$ cat src/rtl/irq_pkg.sv
// ---------------------------------------------------------------------------
// irq_pkg
//   Shared definitions for the interrupt pending/request stage.
//   - N_SRC_DEFAULT : default number of interrupt sources (timer + externals)
//   - TIMER_SRC     : source index reserved for the counter-stage expiry flag
//   - irq_state_t   : request/acknowledge/end-of-interrupt FSM states
// ---------------------------------------------------------------------------
package irq_pkg;

    localparam int N_SRC_DEFAULT = 8;
    localparam int TIMER_SRC     = 0;

    typedef enum logic [1:0] {
        IDLE   = 2'd0,
        REQ    = 2'd1,
        ACTIVE = 2'd2
    } irq_state_t;

endpackage

$ cat src/rtl/irq_prio_enc.sv
// ---------------------------------------------------------------------------
// irq_prio_enc
//   Purely combinational lowest-index-first priority encoder.
//   Ports:
//     vec   in  N     request vector (bit 0 = highest priority)
//     valid out 1     at least one bit of vec is set
//     id    out ID_W  index of the lowest set bit (0 when valid = 0)
// ---------------------------------------------------------------------------
module irq_prio_enc
    import irq_pkg::*;
#(
    parameter int N    = N_SRC_DEFAULT,
    parameter int ID_W = $clog2(N)
) (
    input  logic [N-1:0]    vec,
    output logic            valid,
    output logic [ID_W-1:0] id
);

    // Scanning from the top down lets the lowest set index overwrite last.
    always_comb begin
        valid = |vec;
        id    = '0;
        for (int i = N - 1; i >= 0; i--) begin
            if (vec[i]) begin
                id = ID_W'(i);
            end
        end
    end

endmodule

$ cat src/rtl/irq_pending_ctrl.sv
// ---------------------------------------------------------------------------
// irq_pending_ctrl
//   Latches rising edges of {irq_in, timer_ready} into a pending register,
//   picks the lowest-index enabled pending source and presents it to the
//   core through a req/ack/eoi handshake. Retiring the timer source (id 0)
//   emits a one-cycle timer_restart pulse to re-arm the counter stage.
//
//   Handshake: irq_req is held high with a stable irq_id until irq_ack is
//   sampled high; the source is then ACTIVE until irq_eoi is sampled high.
//   irq_ack outside REQ and irq_eoi outside ACTIVE are ignored; when both
//   arrive in the same REQ cycle only the ack takes effect.
//
//   Ports:
//     clk_in        in  1        system clock (rising edge)
//     RESET         in  1        synchronous, active-high reset
//     timer_ready   in  1        counter-stage expiry flag (source 0)
//     irq_in        in  N_SRC-1  external interrupt lines (sources 1..)
//     irq_mask      in  N_SRC    per-source request enable
//     irq_ack       in  1        core accepts the current request
//     irq_eoi       in  1        core finished servicing the active source
//     irq_req       out 1        interrupt request to the core
//     irq_id        out ID_W     index of requested / active source
//     pending       out N_SRC    latched pending bits (mask not applied)
//     timer_restart out 1        one-cycle counter re-arm pulse
//     fsm_state     out 2        current handshake state (debug view)
// ---------------------------------------------------------------------------
module irq_pending_ctrl
    import irq_pkg::*;
#(
    parameter int N_SRC = N_SRC_DEFAULT,
    parameter int ID_W  = $clog2(N_SRC)
) (
    input  logic             clk_in,
    input  logic             RESET,
    input  logic             timer_ready,
    input  logic [N_SRC-2:0] irq_in,
    input  logic [N_SRC-1:0] irq_mask,
    input  logic             irq_ack,
    input  logic             irq_eoi,
    output logic             irq_req,
    output logic [ID_W-1:0]  irq_id,
    output logic [N_SRC-1:0] pending,
    output logic             timer_restart,
    output logic [1:0]       fsm_state
);

    localparam logic [1:0] ST_IDLE   = IDLE;
    localparam logic [1:0] ST_REQ    = REQ;
    localparam logic [1:0] ST_ACTIVE = ACTIVE;

    logic [N_SRC-1:0] src;
    logic [N_SRC-1:0] src_q;
    logic [N_SRC-1:0] rise;
    logic [N_SRC-1:0] clr;
    logic [N_SRC-1:0] pend_next;
    logic [N_SRC-1:0] enabled;
    logic [1:0]       state;
    logic [1:0]       state_next;
    logic [ID_W-1:0]  id_next;
    logic             restart_next;
    logic             win_valid;
    logic [ID_W-1:0]  win_id;

    assign src     = {irq_in, timer_ready};
    assign rise    = src & ~src_q;
    assign enabled = pending & irq_mask;

    irq_prio_enc #(
        .N    (N_SRC),
        .ID_W (ID_W)
    ) u_prio_enc (
        .vec   (enabled),
        .valid (win_valid),
        .id    (win_id)
    );

    always_comb begin
        state_next   = state;
        id_next      = irq_id;
        restart_next = 1'b0;
        clr          = '0;
        case (state)
            ST_IDLE: begin
                if (win_valid) begin
                    id_next    = win_id;
                    state_next = ST_REQ;
                end
            end
            ST_REQ: begin
                // Mask changes here do not withdraw the request.
                if (irq_ack) begin
                    clr[irq_id] = 1'b1;
                    state_next  = ST_ACTIVE;
                end
            end
            ST_ACTIVE: begin
                if (irq_eoi) begin
                    state_next   = ST_IDLE;
                    restart_next = (irq_id == ID_W'(TIMER_SRC));
                end
            end
            default: begin
                state_next = ST_IDLE;
            end
        endcase
    end

    // A fresh edge in the same cycle as the ack clear keeps the bit set.
    assign pend_next = (pending & ~clr) | rise;

    always_ff @(posedge clk_in) begin
        // src_q tracks src even in reset so a line already high at
        // reset release is not seen as an edge.
        src_q <= src;
        if (RESET) begin
            state         <= ST_IDLE;
            irq_id        <= '0;
            pending       <= '0;
            irq_req       <= 1'b0;
            timer_restart <= 1'b0;
        end else begin
            state         <= state_next;
            irq_id        <= id_next;
            pending       <= pend_next;
            irq_req       <= (state_next == ST_REQ);
            timer_restart <= restart_next;
        end
    end

    assign fsm_state = state;

endmodule

$ cat config.mk
export PLATFORM = sky130hd
export DESIGN_NAME = irq_pending_ctrl
export DESIGN_NICKNAME = d
export VERILOG_FILES = /design/src/rtl/irq_pkg.sv /design/src/rtl/irq_prio_enc.sv /design/src/rtl/irq_pending_ctrl.sv
export SDC_FILE = /design/constraint.sdc
export NUM_CORES = 1
export LEC_CHECK = 0
export CORE_AREA = 5 5 50 52
export CTS_CLUSTER_SIZE = 20
export DETAILED_ROUTE_END_ITERATION = 8
export DIE_AREA = 0 0 55 57
export GPL_TIMING_DRIVEN = 0
export PLACE_DENSITY = 0.8
export SLEW_MARGIN = 0
export SYNTH_ARGS = -nofsm -noshare
export SYNTH_HDL_FRONTEND = slang
export SYNTH_SLANG_ARGS = --single-unit
$ cat constraint.sdc
create_clock -name clk_in -period 3.6 [get_ports clk_in]
set_input_delay 0.36 -clock clk_in [delete_from_list [all_inputs] [get_ports clk_in]]
set_output_delay 0.36 -clock clk_in [all_outputs]
set_load 0.02 [all_outputs]
After elaboration in Yosys (flattened, before gate mapping)
Index checks and enable logic that the tools add are counted.
- eq/ne operators: 3
- muxes and demuxes: 16
- bitwise logic cells: 8
- reductions and logical operators: 6
- $lt $le $gt $ge: 2
- operator list (kind ; number):
    $and 8x8->8 ; 3
    $mux 3 ; 8
    $mux 8 ; 2
    $not 8->8 ; 2
    $or 8x8->8 ; 1
    $reduce_or 8->1 ; 1
    $mux 2 ; 3
    $pmux 2 s3 ; 1
    $eq 2x1->1 const B ; 2
    $lt 3x4->1 const B ; 1
    $demux 1 s3 ; 1
    $ge 3x1->1 const B ; 1
    $logic_not 3->1 ; 1
    $reduce_or 3->1 ; 1
    $eq 2x2->1 const B ; 1
    $logic_not 2->1 ; 1
    $not 1->1 ; 2
    $reduce_and 2->1 ; 1
    $logic_and 1x1->1 ; 1
    $mux 1 ; 1
- word-level logic and storage cells: 41
- register bits after elaboration: 23
- input bits: 20

Longest topological paths before layout
Gate-level depths: netlist of run 1.
- depth in word-level cells: 9
- depth in mapped cells: 4
- depth with buffers taken out: 4

Modules after synthesis
A second synthesis of run 1 with hierarchy kept.
- cells, all modules: 92
- area, all modules: 897.1 um^2
- modules (own cells, without submodules) (module ; area an instance (um^2) ; sequential area each (um^2) ; times used ; cells each):
    irq_pending_ctrl ; 815.8 ; 460.4 ; 1 ; 79
    irq_prio_enc ; 81.3 ; 0.0 ; 1 ; 13

Worst setup path before layout of run 1
Ideal clock, no wire load.
- path type: reg2reg
- start point: register state[0] (netlist: fsm_state[0])
- end point: register pending[4]
- clock period less this slack: 1.318 ns
- stages on the path, launching flop included: 5
- arrival: 1.186 ns
- setup time: 0.132 ns
- setup slack: 2.282 ns
- cell sequence: dfxtp_1 -> nand3b_1 -> or2_2 -> o31ai_1 -> a21oi_1
- word-level cells in the longest chain between the ends: 5
- RTL lines (element ; RTL line ; source):
    start: declaration ; irq_pending_ctrl.sv:57 ; logic [1:0] state;
    start signal: assignment ; irq_pending_ctrl.sv:122 ; state <= state_next;
    $eq 2x1->1 ; irq_pending_ctrl.sv:82 ; case (state)
    $mux 8 ; irq_pending_ctrl.sv:82 ;
    $not 8->8 ; irq_pending_ctrl.sv:109 ; assign pend_next = (pending & ~clr) | rise;
    $and 8x8->8 ; irq_pending_ctrl.sv:109 ;
    $or 8x8->8 ; irq_pending_ctrl.sv:109 ;
    end signal: assignment ; irq_pending_ctrl.sv:124 ; pending <= pend_next;
    end: declaration ; irq_pending_ctrl.sv:42 ; output logic [N_SRC-1:0] pending,
No other way between the ends.
A chain may end at the register's enable or synchronous reset.

Worst setup path after layout of run 1
- start point: register irq_id[1]
- end point: output irq_id[1]
- RTL lines (element ; RTL line ; source):
    start: declaration ; irq_pending_ctrl.sv:41 ; output logic [ID_W-1:0] irq_id,
    start signal: assignment ; irq_pending_ctrl.sv:123 ; irq_id <= id_next;
No word-level cell between the ends.

==> results of run 1 <==
sequential cells by signal, indices dropped and copies added, names as in the netlist:
signal and flops:
irq_id 3, src_q 8, timer_restart 1, irq_req 1, fsm_state 2, pending 8
layout make-up:
type	instances	area, um^2
Fill cell	206	821
Sequential cell	23	460
Multi-Input combinational cell	59	364
Timing Repair Buffer	34	340
Tap cell	28	35.0
Clock buffer	3	22.5
Inverter	3	11.3
Clock inverter	1	5.00
Buffer	1	3.75
per-stage QoR:
step / instances / hold WS (ns) / worst slack, ns
2_1_floorplan: 86 / 0.388 / 2.28
3_3_place_gp: 148 / 0.455 / 1.87
3_5_place_dp: 148 / 0.465 / 1.84
4_1_cts: 152 / 0.486 / 1.74
5_1_grt: 152 / 0.487 / 1.71
6_report: 152 / 0.478 / 1.75
report_power, final:
part	internal, mW	leakage (nW)	switching [mW]	total [mW]
Sequential	0.275	0.191	0.0197	0.295
Combinational	0.0645	0.241	0.0588	0.123
Clock	0.0417	0.0177	0.0769	0.119
cell families (layout without fill, tap and decap cells):
group	after synthesis	after routing	synth area share [%]
buf+inv	4	42	1.79
flops	23	23	54.8
simple gates	27	27	19.8
compound gates	32	32	23.5
cell usage after synthesis (all sizes together):
| master | count | area share [%] |
|---|---|---|
| dfxtp | 23 | 55 |
| a21oi | 12 | 7.2 |
| nand2b | 10 | 7.5 |
| nand2 | 8 | 3.6 |
| o21ai | 8 | 4.8 |
| a22oi | 4 | 3.6 |
| inv | 3 | 1.3 |
| a221oi | 2 | 2.1 |
| a32oi | 2 | 2.1 |
| o31ai | 2 | 1.8 |
| or3b | 2 | 2.1 |
| a2111oi | 1 | 1.0 |
| a31o | 1 | 1.0 |
| clkbuf | 1 | 0.45 |
| nand3b | 1 | 0.89 |
| nand4 | 1 | 0.75 |
| nor2 | 1 | 0.45 |
| nor4b | 1 | 1.8 |
| or2 | 1 | 0.75 |
| or2b | 1 | 0.89 |
| or4b | 1 | 1.2 |
layer usage:
layer	track usage (%)	share of wire (%)
met1	19.2	42
met2	25.0	49
met3	3.13	7.3
met4	7.29	2.2
met5	0	0
final timing paths:
path	to	depth (start not counted)	slack, ns	from
worst max-delay path	irq_id[1]	1	1.75	irq_id[1]$_SDFFE_PP0P_
worst min-delay path	timer_restart$_SDFF_PP0_	1	0.48	irq_id[2]$_SDFFE_PP0P_
worst max register to register	pending[4]$_SDFF_PP0_	4	2.23	fsm_state[0]$_SDFF_PP0_
worst min register to register	timer_restart$_SDFF_PP0_	1	0.48	irq_id[2]$_SDFFE_PP0P_
==> run metrics, run 1 <==
antenna-violating nets left 0; minimum clock period 1.85 ns; initial antenna violation count 0; leakage 0.450 nW; Syn Nets 106; largest net degree at the start of global routing 14; Netlist Area Pre-Place 840 um^2; RSZ-0062 raised after global routing no; PostCTS Resize Cnt 0; WP buf/inv 1; ant diodes 0; Die Y 57 um; IO Count 35; share of cells above drive strength 1 7.26%; synthesis warning total 0; core area around 2100 um^2; die width 55 um; peak supply drop about 0.32 mV; CP startpoint kind flip-flop; DRC viols 0; TritonCTS clock tree done; critical path start-end classification reg -> out; vias per std cell 5.22; total of max-cap violations 0; Setup-failing EPs final 0; Critical Path AT 1.49 ns; placed inst area 1210 um^2; post-synthesis sequential area ratio 54.8%; Slew Viols, Final 0; post-layout util 60.2%; Post-Route WL about 2200 um; first-pass GRT wire length about 3500 um; vias in the first global route 783; slowest stage delay, CP about 0.68 ns; # nets final ~150; CTS buffer count 3; Post-Syn Area per Cell a little under 10 um^2; total congestion overflow 0; DR WL/cell 14.3 um; IO Port Bufs 34; cell family with most CP delay buffers and inverters; First DRT Iteration DRCs 17; Initial Util between 40% and 50%; die area approximately 3100 um^2; pin slew with the least headroom to its limit 0.421 ns; Worst Skew 0.00353 ns; Final period util around half; Rows 17; Slew headroom 71.2%; Synth cell types 21; most common cell after layout, fill and taps aside clkdlybuf4s50_1; Hold WC Path Type reg -> reg; First-pass DRT Iterations 4; CP Data Required Time 3.24 ns; # Post-CTS Setup Buffers 0; Global Route Usage Sum around 15%; Peak Freq 540 MHz; RePlAce Congestion 0.814; H-tree levels 1; CP Max Fanout 7; run status completed; crit-path cells clkdlybuf4s50_1; Post-CTS Hold Fix Bufs 0; CP max-delay cell clkdlybuf4s50_1; Clock transition at path regs 0.12 ns; Max clock buf depth 2; Tot Pwr approximately 0.54 mW; Final Instance Area 1240 um^2; Yosys reg bits 23; commonest non-fill, non-tap cells in the layout clkdlybuf4s50_1, dfxtp_1, a21oi_1, nand2b_1; Clock Sinks 23; clock latency at the later pin of the worst-skew pair 0.32 ns; power per cell area 432 nW/um^2; Final Hold Vio Count 0; Detailed Place HPWL between 1500 and 2000 um; Clock Root Buffer clkbuf_4; Cells after Synth 86; P&R area growth vs syn 48.0%; via count 793; Setup crit end kind output pin; total negative setup slack 0 ns
No activity file was read; power rests on OpenSTA's default activity.
==> run 2, diff against run 1 <==
--- a/config.mk
+++ b/config.mk
@@ -5,12 +5,12 @@
 export SDC_FILE = /design/constraint.sdc
 export NUM_CORES = 1
 export LEC_CHECK = 0
-export CORE_AREA = 5 5 50 52
+export CORE_AREA = 5 5 54 56
 export CTS_CLUSTER_SIZE = 20
 export DETAILED_ROUTE_END_ITERATION = 8
-export DIE_AREA = 0 0 55 57
+export DIE_AREA = 0 0 59 61
 export GPL_TIMING_DRIVEN = 0
-export PLACE_DENSITY = 0.8
+export PLACE_DENSITY = 0.71
 export SLEW_MARGIN = 0
 export SYNTH_ARGS = -nofsm -noshare
 export SYNTH_HDL_FRONTEND = slang
==> constraint.sdc (replaced) <==
create_clock -name clk_in -period 1.7 [get_ports clk_in]
set_input_delay 0.17 -clock clk_in [delete_from_list [all_inputs] [get_ports clk_in]]
set_output_delay 0.17 -clock clk_in [all_outputs]
set_load 0.02 [all_outputs]
==> run 2 against run 1 <==
Count of clock-buffer cells in the layout up 1. Global-route usage down 2.8 points. Sequential share of layout area about the same. Non-clock buffer count unchanged. Combinational power up 110%. Critical path type unchanged. Highest routed layer unchanged.
==> run metrics, run 2 (synthesis results as in run 1) <==
pre-CTS WS 0.157 ns (was 1.84 ns); P&R area growth vs syn 48.1% (was 48.0%); # Post-CTS Setup Buffers 0 (unchanged); first element of the critical path irq_id[1]$_SDFFE_PP0P_ (unchanged); Clock Sinks 23 (unchanged); total of max-cap violations 0 (unchanged); minimum clock period around 1.6 ns; CP startpoint kind flip-flop (unchanged); met2 usage 20.7% (was 25.0%); ant diodes 0 (unchanged); Rows 18 (was 17); Slew headroom 68.6% (was 71.2%); core area 2390 um^2 (was 2060 um^2); Post-Route WL 2070 um (was 2170 um); First-pass DRT Iterations 4 (unchanged); vias per std cell 5.12 (was 5.22); CTS buffer count 3 (unchanged); commonest non-fill, non-tap cells in the layout clkdlybuf4s50_1, dfxtp_1, a21oi_1, nand2b_1 (unchanged); Final Hold Vio Count 0 (unchanged); leakage 0.448 nW (was 0.450 nW); largest net degree at the start of global routing 13 (was 14); via count 789 (was 793); Fillers 242 (was 206); IO Count 35 (unchanged); first-pass GRT wire length 3460 um (was 3520 um); First DRT Iteration DRCs 26 (was 17); slowest stage delay, CP 0.66 ns (was 0.68 ns); Worst Skew 0.00571 ns (was 0.00353 ns); total congestion overflow 0 (unchanged); Clock transition at path regs 0.12 ns (about the same); clock latency at the later pin of the worst-skew pair 0.30 ns (was 0.32 ns); DR WL/cell 13.5 um (was 14.3 um); grt peak-use layer met2 (unchanged); fin worst setup slack 0.0779 ns (was 1.75 ns); Multi-input gate area 364 um^2 (unchanged); critical path start-end classification reg -> out (unchanged); share of cells above drive strength 1 6.45% (was 7.26%); met3 usage 3.83% (was 3.13%); CP Max Fanout 7 (unchanged); PostCTS Resize Cnt 0 (unchanged); run status completed (unchanged); CP Data Required Time 1.53 ns (was 3.24 ns); H-tree levels 1 (unchanged); Hold Path Origin timer_ready (was irq_id[2]$_SDFFE_PP0P_); crit-path cells clkdlybuf4s50_1 (unchanged); power per cell area 906 nW/um^2 (was 432 nW/um^2); Setup-failing EPs final 0 (unchanged); die width 59 um (was 55 um); Reg2Reg Depth 4 (unchanged); Setup crit end kind output pin (unchanged); CP max-delay cell clkdlybuf4s50_1 (unchanged); peak supply drop 0.572 mV (was 0.321 mV); Final period util 95.4%; total negative setup slack 0 ns (unchanged); Peak Freq 616 MHz; DRC viols 0 (unchanged); vias in the first global route 788 (was 783); WP buf/inv 1 (unchanged); IO Port Bufs 34 (unchanged); die area 3600 um^2 (was 3140 um^2); initial antenna violation count 0 (unchanged); antenna-violating nets left 0 (unchanged); r2r startpoint fsm_state[0]$_SDFF_PP0_ (unchanged); Initial Util 35.2% (was 40.7%); Critical Path AT 1.45 ns (was 1.49 ns); RSZ-0062 raised after global routing no (unchanged); Largest regs pending x8, src_q x8, irq_id x3 (unchanged); Hold WC Path Type in -> reg (was reg -> reg); TritonCTS clock tree done (unchanged); Slew Viols, Final 0 (unchanged); cell family with most CP delay buffers and inverters (unchanged); pin slew with the least headroom to its limit 0.459 ns (was 0.421 ns); worst hold path cell count 1 (unchanged); RePlAce Congestion 0.811 (was 0.814); storage element area 460 um^2 (unchanged); met1 Use GR 15.5% (was 19.2%); Die Y 61 um (was 57 um); # nets final 145 (unchanged); most common cell after layout, fill and taps aside clkdlybuf4s50_1 (unchanged); Global Route Usage Sum 12.7% (was 15.5%); instance count on the critical path 1 (unchanged); Post-CTS Hold Fix Bufs 0 (unchanged); Clock Root Buffer clkbuf_4 (unchanged); Detailed Place HPWL 1650 um (was 1700 um); Max clock buf depth 2 (unchanged)
run 2: cell types whose count changed in the layout (fill, tap and decap cells not counted):
| cell | previous run | this run |
|---|---|---|
| clkbuf_1 | 1 | 2 |
| clkinv_2 | 1 | 0 |
run 2: per-stage QoR:
stage / hold slack [ns] / instances / utilization (%) / power, mW / cell area (um^2)
after floorplan: 0.198 / 86 / - / 0.751 / 840
after global placement: 0.453 / 150 / 51.0 / 0.893 / 1220
after detailed placement: 0.460 / 150 / 51.0 / 0.895 / 1220
after CTS: 0.308 / 154 / 52.1 / 1.15 / 1240
after global routing: 0.305 / 154 / 52.1 / 1.19 / 1240
final: 0.323 / 154 / 52.1 / 1.13 / 1240
run 2: path summary, 6_finish.rpt:
| check | end | slack, ns |
|---|---|---|
| max reg2reg | pending[4]$_SDFF_PP0_ | 0.38 |
| max | irq_id[1] | 0.08 |
| min reg2reg | timer_restart$_SDFF_PP0_ | 0.46 |
| min | src_q[0]$_DFF_P_ | 0.32 |
run 2: power breakdown:
group          leakage (nW)  internal, mW  total [mW]  switching [mW]
clock network        0.0150        0.0915       0.246           0.155
registers             0.191         0.582       0.623          0.0401
logic                 0.241         0.137       0.258           0.122
total                 0.448         0.811        1.13           0.316
run 2: layout make-up:
class                   count  share of cell area, %
flip-flops and latches     23                   37.0
multi-input cells          59                   29.3
repair buffers             34                   27.4
well taps                  30                   3.02
clock buffers               4                   2.11
inverters                   3                  0.905
plain buffers               1                  0.302
run 2: routing by layer:
layer  vias to the layer above  wire length (um)  part of all wire [%]
li1                        396                 -                     -
met1                       361               924                    45
met2                        30               971                    47
met3                         2               168                   8.1
met4                         0                10                  0.48
met5                         -                 0                     0
